==> src/rtl/dmem_arbiter.sv <==
// Round-robin arbiter and three-phase sequencer (IDLE -> ACCESS -> RESP) sharing the locked data
// memory between the core (C) and the loader (L); also owns the memory lock key register.
module dmem_arbiter #(
   parameter int unsigned ADDR_WIDTH = 32,
   parameter int unsigned DATA_WIDTH = 32,
   parameter int unsigned KEY_WIDTH  = 8,
   parameter int unsigned MEM_DEPTH  = 1024
) (
   input  logic                  clk,
   input  logic                  rst,
   input  logic                  c_req,
   input  logic                  c_we,
   input  logic [ADDR_WIDTH-1:0] c_addr,
   input  logic [DATA_WIDTH-1:0] c_wdata,
   output logic                  c_gnt,
   output logic                  c_rvalid,
   output logic [DATA_WIDTH-1:0] c_rdata,
   output logic                  c_err,
   input  logic                  l_req,
   input  logic                  l_we,
   input  logic [ADDR_WIDTH-1:0] l_addr,
   input  logic [DATA_WIDTH-1:0] l_wdata,
   output logic                  l_gnt,
   output logic                  l_rvalid,
   output logic [DATA_WIDTH-1:0] l_rdata,
   output logic                  l_err,
   input  logic                  key_load,
   input  logic [KEY_WIDTH-1:0]  key_in,
   output logic                  key_ack,
   output logic                  m_we,
   output logic [ADDR_WIDTH-1:0] m_addr,
   output logic [DATA_WIDTH-1:0] m_wd,
   input  logic [DATA_WIDTH-1:0] m_rd,
   output logic [KEY_WIDTH-1:0]  m_key
);

   typedef enum logic [1:0] {StIdle, StAccess, StResp} state_e;

   state_e                state;
   logic                  win_l;   // owner of the in-flight transaction, 1 = loader
   logic                  last_l;  // last grant went to the loader
   logic                  we_lat;
   logic                  oor;

   logic                  can_grant;
   logic                  pick_l;
   logic                  sel_we;
   logic [ADDR_WIDTH-1:0] sel_addr;
   logic [DATA_WIDTH-1:0] sel_wdata;
   logic                  sel_oor;
   logic [DATA_WIDTH-1:0] rd_cap;

   // Key updates take priority over requests, so grants are suppressed while key_load is high.
   always_comb begin
      can_grant = (state == StIdle) && !key_load;
      pick_l    = l_req && (!c_req || !last_l);
      c_gnt     = can_grant && c_req && !pick_l;
      l_gnt     = can_grant && l_req && pick_l;
      sel_we    = pick_l ? l_we    : c_we;
      sel_addr  = pick_l ? l_addr  : c_addr;
      sel_wdata = pick_l ? l_wdata : c_wdata;
      sel_oor   = sel_addr >= ADDR_WIDTH'(MEM_DEPTH);
      rd_cap    = oor ? '0 : m_rd;
   end

   always_ff @(posedge clk or negedge rst) begin
      if (!rst) begin
         state    <= StIdle;
         win_l    <= 1'b0;
         last_l   <= 1'b1;
         we_lat   <= 1'b0;
         oor      <= 1'b0;
         c_rvalid <= 1'b0;
         c_rdata  <= '0;
         c_err    <= 1'b0;
         l_rvalid <= 1'b0;
         l_rdata  <= '0;
         l_err    <= 1'b0;
         key_ack  <= 1'b0;
         m_we     <= 1'b0;
         m_addr   <= '0;
         m_wd     <= '0;
         m_key    <= '0;
      end else begin
         key_ack  <= 1'b0;
         c_rvalid <= 1'b0;
         l_rvalid <= 1'b0;
         m_we     <= 1'b0;
         unique case (state)
            StIdle: begin
               if (key_load) begin
                  m_key   <= key_in;
                  key_ack <= 1'b1;
               end else if (c_req || l_req) begin
                  win_l  <= pick_l;
                  last_l <= pick_l;
                  we_lat <= sel_we;
                  oor    <= sel_oor;
                  m_addr <= sel_addr;
                  m_wd   <= sel_wdata;
                  m_we   <= sel_we && !sel_oor;
                  state  <= StAccess;
               end
            end
            StAccess: begin
               // Response flags are registered here so they appear exactly during RESP.
               if (win_l) begin
                  if (!we_lat) l_rdata <= rd_cap;
                  l_rvalid <= 1'b1;
                  l_err    <= oor;
               end else begin
                  if (!we_lat) c_rdata <= rd_cap;
                  c_rvalid <= 1'b1;
                  c_err    <= oor;
               end
               state <= StResp;
            end
            StResp: state <= StIdle;
            default: state <= StIdle;
         endcase
      end
   end

   a_gnt_onehot: assert property (@(posedge clk) disable iff (!rst) !(c_gnt && l_gnt));
   a_rvalid_excl: assert property (@(posedge clk) disable iff (!rst) !(c_rvalid && l_rvalid));
   a_we_access: assert property (@(posedge clk) disable iff (!rst) m_we |-> state == StAccess);

endmodule

==> config.mk <==
export PLATFORM = sky130hd
export DESIGN_NAME = dmem_arbiter
export DESIGN_NICKNAME = d
export VERILOG_FILES = /design/src/rtl/dmem_arbiter.sv
export SDC_FILE = /design/constraint.sdc
export NUM_CORES = 1
export LEC_CHECK = 0
export ABC_AREA = 1
export BUFFER_PORTS_ARGS = -buffer_cell sky130_fd_sc_hd__buf_2
export CAP_MARGIN = 5
export CORE_MARGIN = 5
export CORE_UTILIZATION = 43
export CTS_BUF_LIST = sky130_fd_sc_hd__clkbuf_4
export DETAILED_ROUTE_END_ITERATION = 6
export PLACE_DENSITY = 0.78
export RECOVER_POWER = 50
export SLEW_MARGIN = 10
export SYNTH_ARGS = -nofsm -noshare
export SYNTH_HDL_FRONTEND = slang
export SYNTH_SLANG_ARGS = --single-unit
==> constraint.sdc <==
create_clock -name clk -period 1.55 [get_ports clk]
set_input_delay 0 -clock clk [delete_from_list [all_inputs] [get_ports clk]]
set_output_delay 0 -clock clk [all_outputs]
set_load 0.03 [all_outputs]
==> results of run 1 <==
[sequential cells by signal, indices dropped and copies added (netlist names), 2 cells and up]
register and cells:
c_rdata 32, l_rdata 32, m_addr 32, m_key 8, m_wd 32, state 2
[placed cells by master (no fill, tap or decap), types with 8 or more instances in the layout]
cell type      Yosys  layout
o21ai_1           11      41
clkbuf_4           0      19
o21ai_2            1      30
buf_4              3      30
dfrtp_1          147     147
buf_12             0      15
nand2_2            2      27
nand3_1            8       8
inv_1             47      45
nor2_4             2       8
mux2_2            52      17
buf_6              6      19
dlygate4sd3_1      0     174
buf_2             19     315
nand2_4            0      14
nor2_1           102      96
mux2_4             0      40
nand2_1          187     148
[cell families (layout without fill, tap and decap cells)]
group / Yosys count / after routing
DFF: 148 / 148
muxes: 64 / 64
AOI/OAI and AO/OA: 87 / 87
other: 0 / 6
buffers and inverters: 92 / 655
and+or+nand+nor: 311 / 311
[area by class of cell]
| type | instances | share of cell area (%) |
|---|---|---|
| timing repair inverter | 1 | 0.04193 |
| sequential | 148 | 31.04 |
| clock inverter | 14 | 1.677 |
| multi-input combinational | 462 | 25.41 |
| timing repair buffer | 569 | 36.85 |
| antenna | 6 | 0.1258 |
| clock buffer | 18 | 1.132 |
| inverter | 53 | 1.761 |
| tap | 188 | 1.971 |
[through the flow]
| step | power [mW] | setup slack [ns] |
|---|---|---|
| after floorplan | 10.44 | 0.07887 |
| after global placement | 12.83 | -0.03313 |
| after detailed placement | 12.99 | -0.07438 |
| after CTS | 16.58 | -0.2297 |
| after global routing | 18.57 | -0.5661 |
| final | 17.96 | -0.4302 |
[worst max-delay path: stages, from the launching register on]
cell,delay [ns]
dfstp_2,0.40
nand2_2,0.11
nand2_4,0.12
buf_4,0.17
buf_8,0.15
nand2_1,0.10
nand2_1,0.11
nor2_1,0.28
nand2_1,0.12
nor2_1,0.13
nand2_1,0.12
nand2_2,0.08
nand2_2,0.04
[routing by layer]
layer  up-vias  global-route usage [%]  part of all wire, %
met2       756                   52.37                   48
met4         0                   15.03                  7.3
met1      3872                   34.75                   33
met3       239                   9.366                   11
met5         -                       0                    0
li1       3352                       -                    -
[Yosys cell counts, types with 6 or more instances]
cell and count:
dfrtp_1 147, nand3b_1 7, o31ai_1 10, nand3_1 8, o21ai_0 65, nand2_1 187
mux2_2 52, clkbuf_1 11, buf_6 6, mux2_1 12, o21ai_1 11, inv_1 47
nor2_1 102, buf_2 19
[where the power goes]
| part | switching [mW] | internal, mW |
|---|---|---|
| logic | 5.54 | 3.27 |
| registers | 1.04 | 5.23 |
| clock network | 1.56 | 1.32 |
| total | 8.15 | 9.81 |
[repair_timing]
item / in CTS / in global routing
cloned: 5 / 12
hold endpoints to repair: 288 / 0
pin swaps: 5 / 31
hold buffers: 179 / 0
setup buffers: 12 / 17
setup endpoints to repair: 44 / 140
gates resized for setup: 77 / 205
[path summary, 6_finish.rpt]
path                                     endpoint  cells after the start               start
min                          m_wd[20]$_DFFE_PN0P_                      5               c_req
max                               oor$_DFFE_PN0P_                     12  last_l$_DFFE_PN1P_
min in group asynchronous  m_addr[13]$_DFFE_PN0P_                      3                 rst
max reg2reg                       oor$_DFFE_PN0P_                     12  last_l$_DFFE_PN1P_
min reg2reg                    c_rvalid$_DFF_PN0_                      1   win_l$_DFFE_PN0P_
max in group asynchronous   m_addr[3]$_DFFE_PN0P_                      4                 rst
==> flow_metrics.py, run 1 <==
metrics = {
    "die": {
        "die-height_um": 133.4,
        "rows": 45,
        "initial_core_util_pct": 43.38,
        "die_w_um": 133.4,
        "coreArea_mm2": 0.01509,
        "die-area_mm2": 0.01779,
        "pin_count": 319,
    },
    "layout": {
        "final_nets": 1427,
        "area_delta_synth_final_pct": 82.34,
        "drive_gt1_share_pct": 46.48,
        "design_area_mm2": 0.01194,
        "seq_area_mm2": 0.003705,
        "multi_input_area_mm2": 0.003033,
        "fin_cells": 1459,
        "fin_util_pct": 79.10,
        "fillers": 769,
    },
    "timing": {
        "worst_slack_ns": -0.4302,
        "hold_viol": 0,
        "skew_ns": 0.03637,
        "slew_violations": 0,
        "slew_headroom_pct": 39.78,
        "fmax_mhz": 505.0,
        "hold_ws_ns": 0.06949,
        "fin_setup_tns_ns": -28.21,
        "worst_pin_slew_ns": 0.9033,
        "fin_crit_sh_pct": 127.8,
        "setup_viol": 136,
        "finalCriticalPeriod_ns": 1.980,
        "rsz0062_at_grt": "true",
    },
    "pwr": {
        "ir_drop_mv": 0.8403,
        "power-per-cell-area_mw_per_mm2": 1505,
        "p_leak_nw": 6.306,
    },
    "cts": {
        "root_buffer": "clkbuf_4",
        "insertion_delay_ns": 0.58,
        "cts_htree_levels": 4,
        "cts_sinks": 148,
        "cts_buffer_depth": 2,
        "cts_buffers": 17,
        "clkTransAtPathRegs_ns": 0.16,
        "cts_tree": "done",
    },
    "global_routing": {
        "grt_max_degree": 61,
        "grt-ovfl-total": 0,
        "antenna_found_initial": 3,
        "grt_pass1_vias": 7916,
        "grt_pass1_wl_um": 42770,
        "grtUsageTotal_pct": 30.56,
    },
    "synthesis": {
        "synth_cells": 702,
        "ys_warn_count": 0,
        "synth-xor-area-share_pct": 0,
        "synth-edff-count": 0,
        "seq_area_frac_synth_pct": 56.59,
        "ys_types": 22,
        "syn_avg_cell_area_um2": 9.325,
        "synth.ff_latch_count": 148,
        "synth.top_cell.area_share_pct": 56.19,
        "synth_nets": 877,
        "synthMuxAreaShare_pct": 11.01,
        "ys_async_sr_fraction_pct": 100.0,
        "yosys.area_share.simple_pct": 18.81,
        "yosysTopAreaCell": "dfrtp_1",
        "synth.area.top_cells": "dfrtp_1, nand2_1, mux2_2",
        "synth_flop_cell": "dfrtp_1",
        "synth_compound_area_share_pct": 7.091,
        "synth_area_mm2": 0.006546,
        "synthAdderAreaFrac_pct": 0,
        "synth_top_family_by_area": "simple AND/OR/NAND/NOR gates",
    },
    "critical_path": {
        "cp-start-kind": "register",
        "critPathKind": "reg2reg",
        "required_ns": 2.05,
        "crit_fanout": 11,
        "r2r_slack_ns": -0.43,
        "arrival_ns": 2.48,
        "crit_path_end_kind": "register",
    },
    "drt": {
        "via_per_inst": 5.633,
        "drcViolationCount": 0,
        "ant_nets": 0,
        "wirelength_um": 33510,
        "drt_pass1_iterations": 7,
        "num_vias": 8219,
        "wl_per_cell_um": 22.97,
        "drt_iter0_drc": 729,
    },
    "outcome": {
        "violations": "negative setup slack",
        "outcome": "complete, but fails checks",
    },
    "place": {
        "place.gp.congestion": 0.8753,
        "dp_hpwl_um": 14990,
        "place_area_mm2": 0.008551,
        "port-buffer-count": 318,
        "dp.cells": 1206,
    },
    "flow_run": {
        "cap_violations": 0,
    },
    "min_path": {
        "hp-class": "in2reg",
    },
}
Power figures use the tool's default switching activity.
==> inputs of run 2 (changes only) <==
--- a/config.mk
+++ b/config.mk
@@ -6,8 +6,9 @@
 export NUM_CORES = 1
 export LEC_CHECK = 0
 export ABC_AREA = 1
-export BUFFER_PORTS_ARGS = -buffer_cell sky130_fd_sc_hd__buf_2
+export BUFFER_PORTS_ARGS = -buffer_cell sky130_fd_sc_hd__buf_4
 export CAP_MARGIN = 5
+export CORE_ASPECT_RATIO = 1.25
 export CORE_MARGIN = 5
 export CORE_UTILIZATION = 43
 export CTS_BUF_LIST = sky130_fd_sc_hd__clkbuf_4
==> flow_metrics.py, run 2 (synthesis gave the netlist of run 1 again) <==
metrics = {
    "timing": {
        "slew_headroom_pct": 68.64,
        "slew_violations": 0,
        "hold_ws_ns": 0.1114,
        "setup_viol": 131,
        "finalCriticalPeriod_ns": 2.016,
        "worst_slack_ns": -0.4665,
        "fmax_mhz": 495.9,
        "worst_pin_slew_ns": 0.4655,
        "skew_ns": 0.03590,
        "hold_viol": 0,
        "fin_crit_sh_pct": 130.1,
        "rsz0062_at_grt": "true",
    },
    "place": {
        "place.gp.congestion": 0.8793,
        "place_area_mm2": 0.009301,
        "port-buffer-count": 318,
        "dp_hpwl_um": 15820,
    },
    "critical_path": {
        "r2r-end": "m_wd[22]$_DFFE_PN0P_",
        "crit_path_end_kind": "register",
        "r2r_cells": 7,
        "path_buf_inv": 3,
        "critPathKind": "reg2reg",
        "r2r-start": "last_l$_DFFE_PN1P_",
        "max_stage_delay_ns": 0.61,
        "required_ns": 1.97,
        "crit_fanout": 20,
        "arrival_ns": 2.43,
        "cp-start-kind": "register",
        "r2r_slack_ns": -0.47,
        "cp_slowest_cell": "dfstp_2",
        "crit_family": "flip-flops",
        "worstPathCellList": "nand2_4 -> nand2_8 -> inv_12 -> buf_12 -> bufbuf_16 -> o21ai_0 -> o21ai_1",
    },
    "global_routing": {
        "grt_pass1_wl_um": 47720,
        "grt-ovfl-total": 0,
        "grtUsageTotal_pct": 34.69,
        "grt_pass1_vias": 8474,
        "antenna_found_initial": 2,
        "grt_max_degree": 58,
    },
    "pwr": {
        "p_leak_nw": 6.696,
        "power-per-cell-area_mw_per_mm2": 1479,
        "ir_drop_mv": 0.7054,
    },
    "drt": {
        "wl_per_cell_um": 26.26,
        "ant_nets": 0,
        "drcViolationCount": 2,
        "drt_iter0_drc": 1221,
        "drt_pass1_iterations": 7,
        "via_per_inst": 5.810,
        "num_vias": 8494,
        "wirelength_um": 38390,
    },
    "layout": {
        "fin_util_pct": 87.60,
        "final_nets": 1440,
        "area_delta_synth_final_pct": 100.1,
        "fillers": 614,
        "design_area_mm2": 0.01310,
        "layout_commonest_cell": "buf_4",
        "drive_gt1_share_pct": 49.14,
        "final_cell_mix": "buf_4, dlygate4sd3_1, dfrtp_1",
    },
    "die": {
        "die-height_um": 148.0,
        "initial_core_util_pct": 43.78,
        "coreArea_mm2": 0.01495,
        "pin_count": 319,
        "die_w_um": 120.4,
        "rows": 50,
        "die-area_mm2": 0.01781,
    },
    "cts": {
        "clkTransAtPathRegs_ns": 0.18,
        "cts_buffers": 17,
        "insertion_delay_ns": 0.56,
        "root_buffer": "clkbuf_4",
        "cts_sinks": 148,
        "cts_tree": "done",
        "cts_buffer_depth": 2,
        "cts_htree_levels": 4,
    },
    "outcome": {
        "violations": "design-rule violations, negative setup slack",
        "outcome": "complete, but fails checks",
    },
    "min_path": {
        "hp-class": "in2reg",
        "hp-start": "l_req",
        "holdPathStages": 6,
        "hold_end": "m_addr[14]$_DFFE_PN0P_",
    },
    "flow_run": {
        "cap_violations": 0,
    },
}
run 2: cell types whose count changed in the layout (fill, tap and decap cells not counted), moves of 5 or more:
cell	change
nor2_1	-6
o21ai_2	+10
mux2_4	+17
mux2_2	-12
buf_16	+7
nand2_1	-7
nand2_2	+7
o21ai_1	-14
nor2_2	+5
buf_4	+322
buf_2	-315
mux2_1	-5
run 2: metal layers:
| layer | vias up | GRT usage (%) | wire length [µm] |
|---|---|---|---|
| met5 | - | 0 | 26 |
| met4 | 2 | 17.91 | 3289 |
| met3 | 301 | 12.09 | 4899 |
| met2 | 874 | 59.72 | 17830 |
| li1 | 3351 | - | - |
| met1 | 3966 | 37.54 | 12340 |
run 2: through the flow:
stage          worst slack [ns]  cells  TNS (ns)  total power [mW]
2_1_floorplan           0.07887    702         0             10.44
3_3_place_gp            -0.1904   1197    -1.342             13.85
3_5_place_dp            -0.2257   1197    -2.900             14.00
4_1_cts                 -0.1650   1440    -7.293             17.49
5_1_grt                 -0.5033   1462    -23.97             19.87
6_report                -0.4665   1462    -15.62             19.38
run 2: worst max-delay path by stage:
| stage | slack [ns] | cells after the start | start | to |
|---|---|---|---|---|
| final | -0.47 | 7 | last_l$_DFFE_PN1P_ | m_wd[22]$_DFFE_PN0P_ |
| after global routing | -0.50 | 7 | last_l$_DFFE_PN1P_ | m_wd[22]$_DFFE_PN0P_ |
| after CTS | -0.17 | 7 | state[1]$_DFFE_PN0P_ | l_gnt |
| after detailed placement | -0.23 | 11 | last_l$_DFFE_PN1P_ | oor$_DFFE_PN0P_ |
| after global placement | -0.19 | 11 | last_l$_DFFE_PN1P_ | oor$_DFFE_PN0P_ |
| after floorplan | 0.08 | 12 | last_l$_DFFE_PN1P_ | oor$_DFFE_PN0P_ |
run 2: what timing repair did:
action | 4_1_cts | 5_1_grt
buffers inserted | 24 | 20
pin swaps | 12 | 44
gates resized for setup | 115 | 207
cloned | 14 | 8
endpoints found under the hold margin | 290 | 0
endpoints found under the setup margin | 83 | 137
hold buffers | 174 | 0
run 2: worst min-delay path, cell delays in order:
cell and delay [ns]:
buf_4 0.14, nand2_8 0.13, buf_8 0.14, nand2_1 0.07, nand2_2 0.07, o21ai_0 0.10
run 2: power by group:
part / switching (mW) / internal, mW / total, mW
clock: 1.78 / 0.712 / 2.49
sequential: 1.20 / 5.23 / 6.43
combinational: 5.96 / 4.50 / 10.5
run 2: final cells by class:
type | instances | area, µm² | share of cell area (%)
repair buffers | 583 | 5499 | 41.98
multi-input cells | 462 | 3177 | 24.25
diodes | 2 | 5.005 | 0.03821
flip-flops and latches | 148 | 3705 | 28.29
clock inverters | 15 | 140.1 | 1.070
clock buffers | 17 | 127.6 | 0.9744
inverters | 53 | 216.5 | 1.653
well taps | 182 | 227.7 | 1.739
==> inputs of run 3 (changes only) <==
--- a/config.mk
+++ b/config.mk
@@ -8,12 +8,14 @@
 export ABC_AREA = 1
 export BUFFER_PORTS_ARGS = -buffer_cell sky130_fd_sc_hd__buf_4
 export CAP_MARGIN = 5
+export CELL_PAD_IN_SITES_DETAIL_PLACEMENT = 1
+export CELL_PAD_IN_SITES_GLOBAL_PLACEMENT = 2
 export CORE_ASPECT_RATIO = 1.25
 export CORE_MARGIN = 5
-export CORE_UTILIZATION = 43
+export CORE_UTILIZATION = 24
 export CTS_BUF_LIST = sky130_fd_sc_hd__clkbuf_4
 export DETAILED_ROUTE_END_ITERATION = 6
-export PLACE_DENSITY = 0.78
+export PLACE_DENSITY_LB_ADDON = 0.2
 export RECOVER_POWER = 50
 export SLEW_MARGIN = 10
 export SYNTH_ARGS = -nofsm -noshare
==> flow_metrics.py, run 3 (synthesis gave the netlist of run 1 again) <==
metrics = {
    "critical_path": {
        "crit_path_end_kind": "register",
        "arrival_ns": 2.20,
        "critPathKind": "reg2reg",
        "cp-start-kind": "register",
        "required_ns": 1.99,
        "crit_fanout": 5,
    },
    "drt": {
        "drt_pass1_iterations": 4,
        "wl_per_cell_um": 18.99,
        "ant_nets": 0,
        "via_per_inst": 4.392,
        "wirelength_um": 31060,
        "drt_iter0_drc": 139,
        "drcViolationCount": 0,
        "num_vias": 7185,
    },
    "layout": {
        "design_area_mm2": 0.01356,
        "fin_cells": 1636,
        "final_cell_mix": "buf_4, dlygate4sd3_1, dfrtp_1",
        "layout_commonest_cell": "buf_4",
        "drive_gt1_share_pct": 50.43,
        "final_nets": 1449,
        "fillers": 2929,
        "area_delta_synth_final_pct": 107.1,
    },
    "global_routing": {
        "grtUsageTotal_pct": 19.35,
        "grt_pass1_wl_um": 46290,
        "grt-ovfl-total": 0,
        "grt_max_degree": 47,
        "antenna_found_initial": 4,
        "grt_pass1_vias": 8342,
    },
    "timing": {
        "slew_headroom_pct": 37.60,
        "fmax_mhz": 569.6,
        "slew_violations": 0,
        "hold_viol": 0,
        "skew_ns": 0.02947,
        "worst_pin_slew_ns": 0.9360,
        "rsz0062_at_grt": "true",
        "fin_crit_sh_pct": 113.3,
        "worst_slack_ns": -0.2057,
        "finalCriticalPeriod_ns": 1.756,
        "setup_viol": 166,
    },
    "die": {
        "pin_count": 319,
        "initial_core_util_pct": 24.33,
        "rows": 67,
        "coreArea_mm2": 0.02691,
        "die_w_um": 157.7,
        "die-height_um": 194.7,
        "die-area_mm2": 0.03070,
    },
    "place": {
        "place.gp.congestion": 0.7653,
        "port-buffer-count": 318,
        "place_area_mm2": 0.009718,
        "dp_hpwl_um": 18870,
        "dp.cells": 1380,
    },
    "pwr": {
        "p_leak_nw": 6.814,
        "power-per-cell-area_mw_per_mm2": 1399,
        "ir_drop_mv": 0.5351,
    },
    "cts": {
        "cts_sinks": 148,
        "cts_htree_levels": 4,
        "root_buffer": "clkbuf_4",
        "clkTransAtPathRegs_ns": 0.14,
        "insertion_delay_ns": 0.58,
        "cts_buffers": 17,
        "cts_buffer_depth": 2,
        "cts_tree": "done",
    },
    "outcome": {
        "outcome": "complete, but fails checks",
        "violations": "negative setup slack",
    },
    "flow_run": {
        "cap_violations": 0,
    },
    "min_path": {
        "hp-class": "in2reg",
    },
}
==> run 3: changes by cell type in the layout (fill, tap and decap cells not counted), moves of 5 or more <==
cell	before	now
buf_12	15	26
buf_4	352	347
clkbuf_1	0	7
mux2_2	5	0
mux2_4	57	64
nand2_1	141	114
nand2_2	34	40
nand2_4	13	35
o21ai_0	5	11
o21ai_1	27	32
o21ai_2	40	32
==> run 3: worst max-delay path: stages, from the launching register on <==
cell	delay [ns]
dfrtp_1	0.43
buf_6	0.13
nor2_4	0.11
inv_2	0.07
nor2_4	0.09
inv_2	0.05
nor2_4	0.15
buf_12	0.16
clkbuf_16	0.16
mux2_4	0.29
==> run 3: layout make-up <==
| type | instances | area [µm²] | area share, % |
|---|---|---|---|
| Antenna cell | 4 | 10.01 | 0.07383 |
| Sequential cell | 148 | 3705 | 27.33 |
| Inverter | 53 | 206.4 | 1.523 |
| Clock buffer | 20 | 150.1 | 1.108 |
| Multi-Input combinational cell | 462 | 3336 | 24.61 |
| Timing Repair Buffer | 592 | 5563 | 41.03 |
| Clock inverter | 12 | 155.1 | 1.144 |
| Tap cell | 345 | 431.7 | 3.184 |
==> run 3: timing repair <==
action,4_1_cts,5_1_grt
buffers inserted,30,8
hold buffers,176,0
gates cloned,14,3
endpoints found under the setup margin,92,136
hold endpoints to repair,288,0
resized for setup,174,189
pin swaps,14,37
==> run 3: metal layers <==
layer | vias to the layer above | GRT usage, % | routed length (µm)
met1 | 3519 | 21.32 | 11700
met4 | 0 | 5.387 | 592
met3 | 32 | 5.406 | 2174
met5 | - | 0 | 0
li1 | 3385 | - | -
met2 | 249 | 35.80 | 16600
==> run 3: path summary, 6_finish.rpt <==
| kind | from | to | slack, ns | cells past startpoint |
|---|---|---|---|---|
| worst max register to register | state[1]$_DFFE_PN0P_ | c_rdata[10]$_DFFE_PN0P_ | -0.21 | 9 |
| min in group asynchronous | rst | l_rdata[29]$_DFFE_PN0P_ | 0.97 | 4 |
| max in group asynchronous | rst | m_addr[11]$_DFFE_PN0P_ | -0.05 | 4 |
| worst min-delay path | key_in[3] | m_key[3]$_DFFE_PN0P_ | 0.18 | 4 |
| worst max-delay path | state[1]$_DFFE_PN0P_ | c_rdata[10]$_DFFE_PN0P_ | -0.21 | 9 |
| worst min register to register | last_l$_DFFE_PN1P_ | last_l$_DFFE_PN1P_ | 0.48 | 2 |
==> run 3: power breakdown <==
group / internal, mW / switching (mW)
logic: 4.62 / 5.42
clock network: 1.17 / 1.55
registers: 5.23 / 0.970
==> run 3: stage by stage <==
stage / setup WS, ns / utilization, % / power (mW) / setup TNS (ns) / hold slack, ns
floorplan: 0.07887 / - / 10.44 / 0 / -0.2956
global placement: -0.1177 / 36.11 / 14.09 / -0.2287 / -0.04802
detailed placement: -0.1136 / 36.11 / 14.19 / -0.7058 / -0.04667
CTS: -0.2894 / 48.19 / 18.49 / -22.13 / 0.1063
global route: -0.2940 / 50.38 / 19.97 / -42.35 / 0.1152
finish: -0.2057 / 50.38 / 18.97 / -13.46 / 0.1806
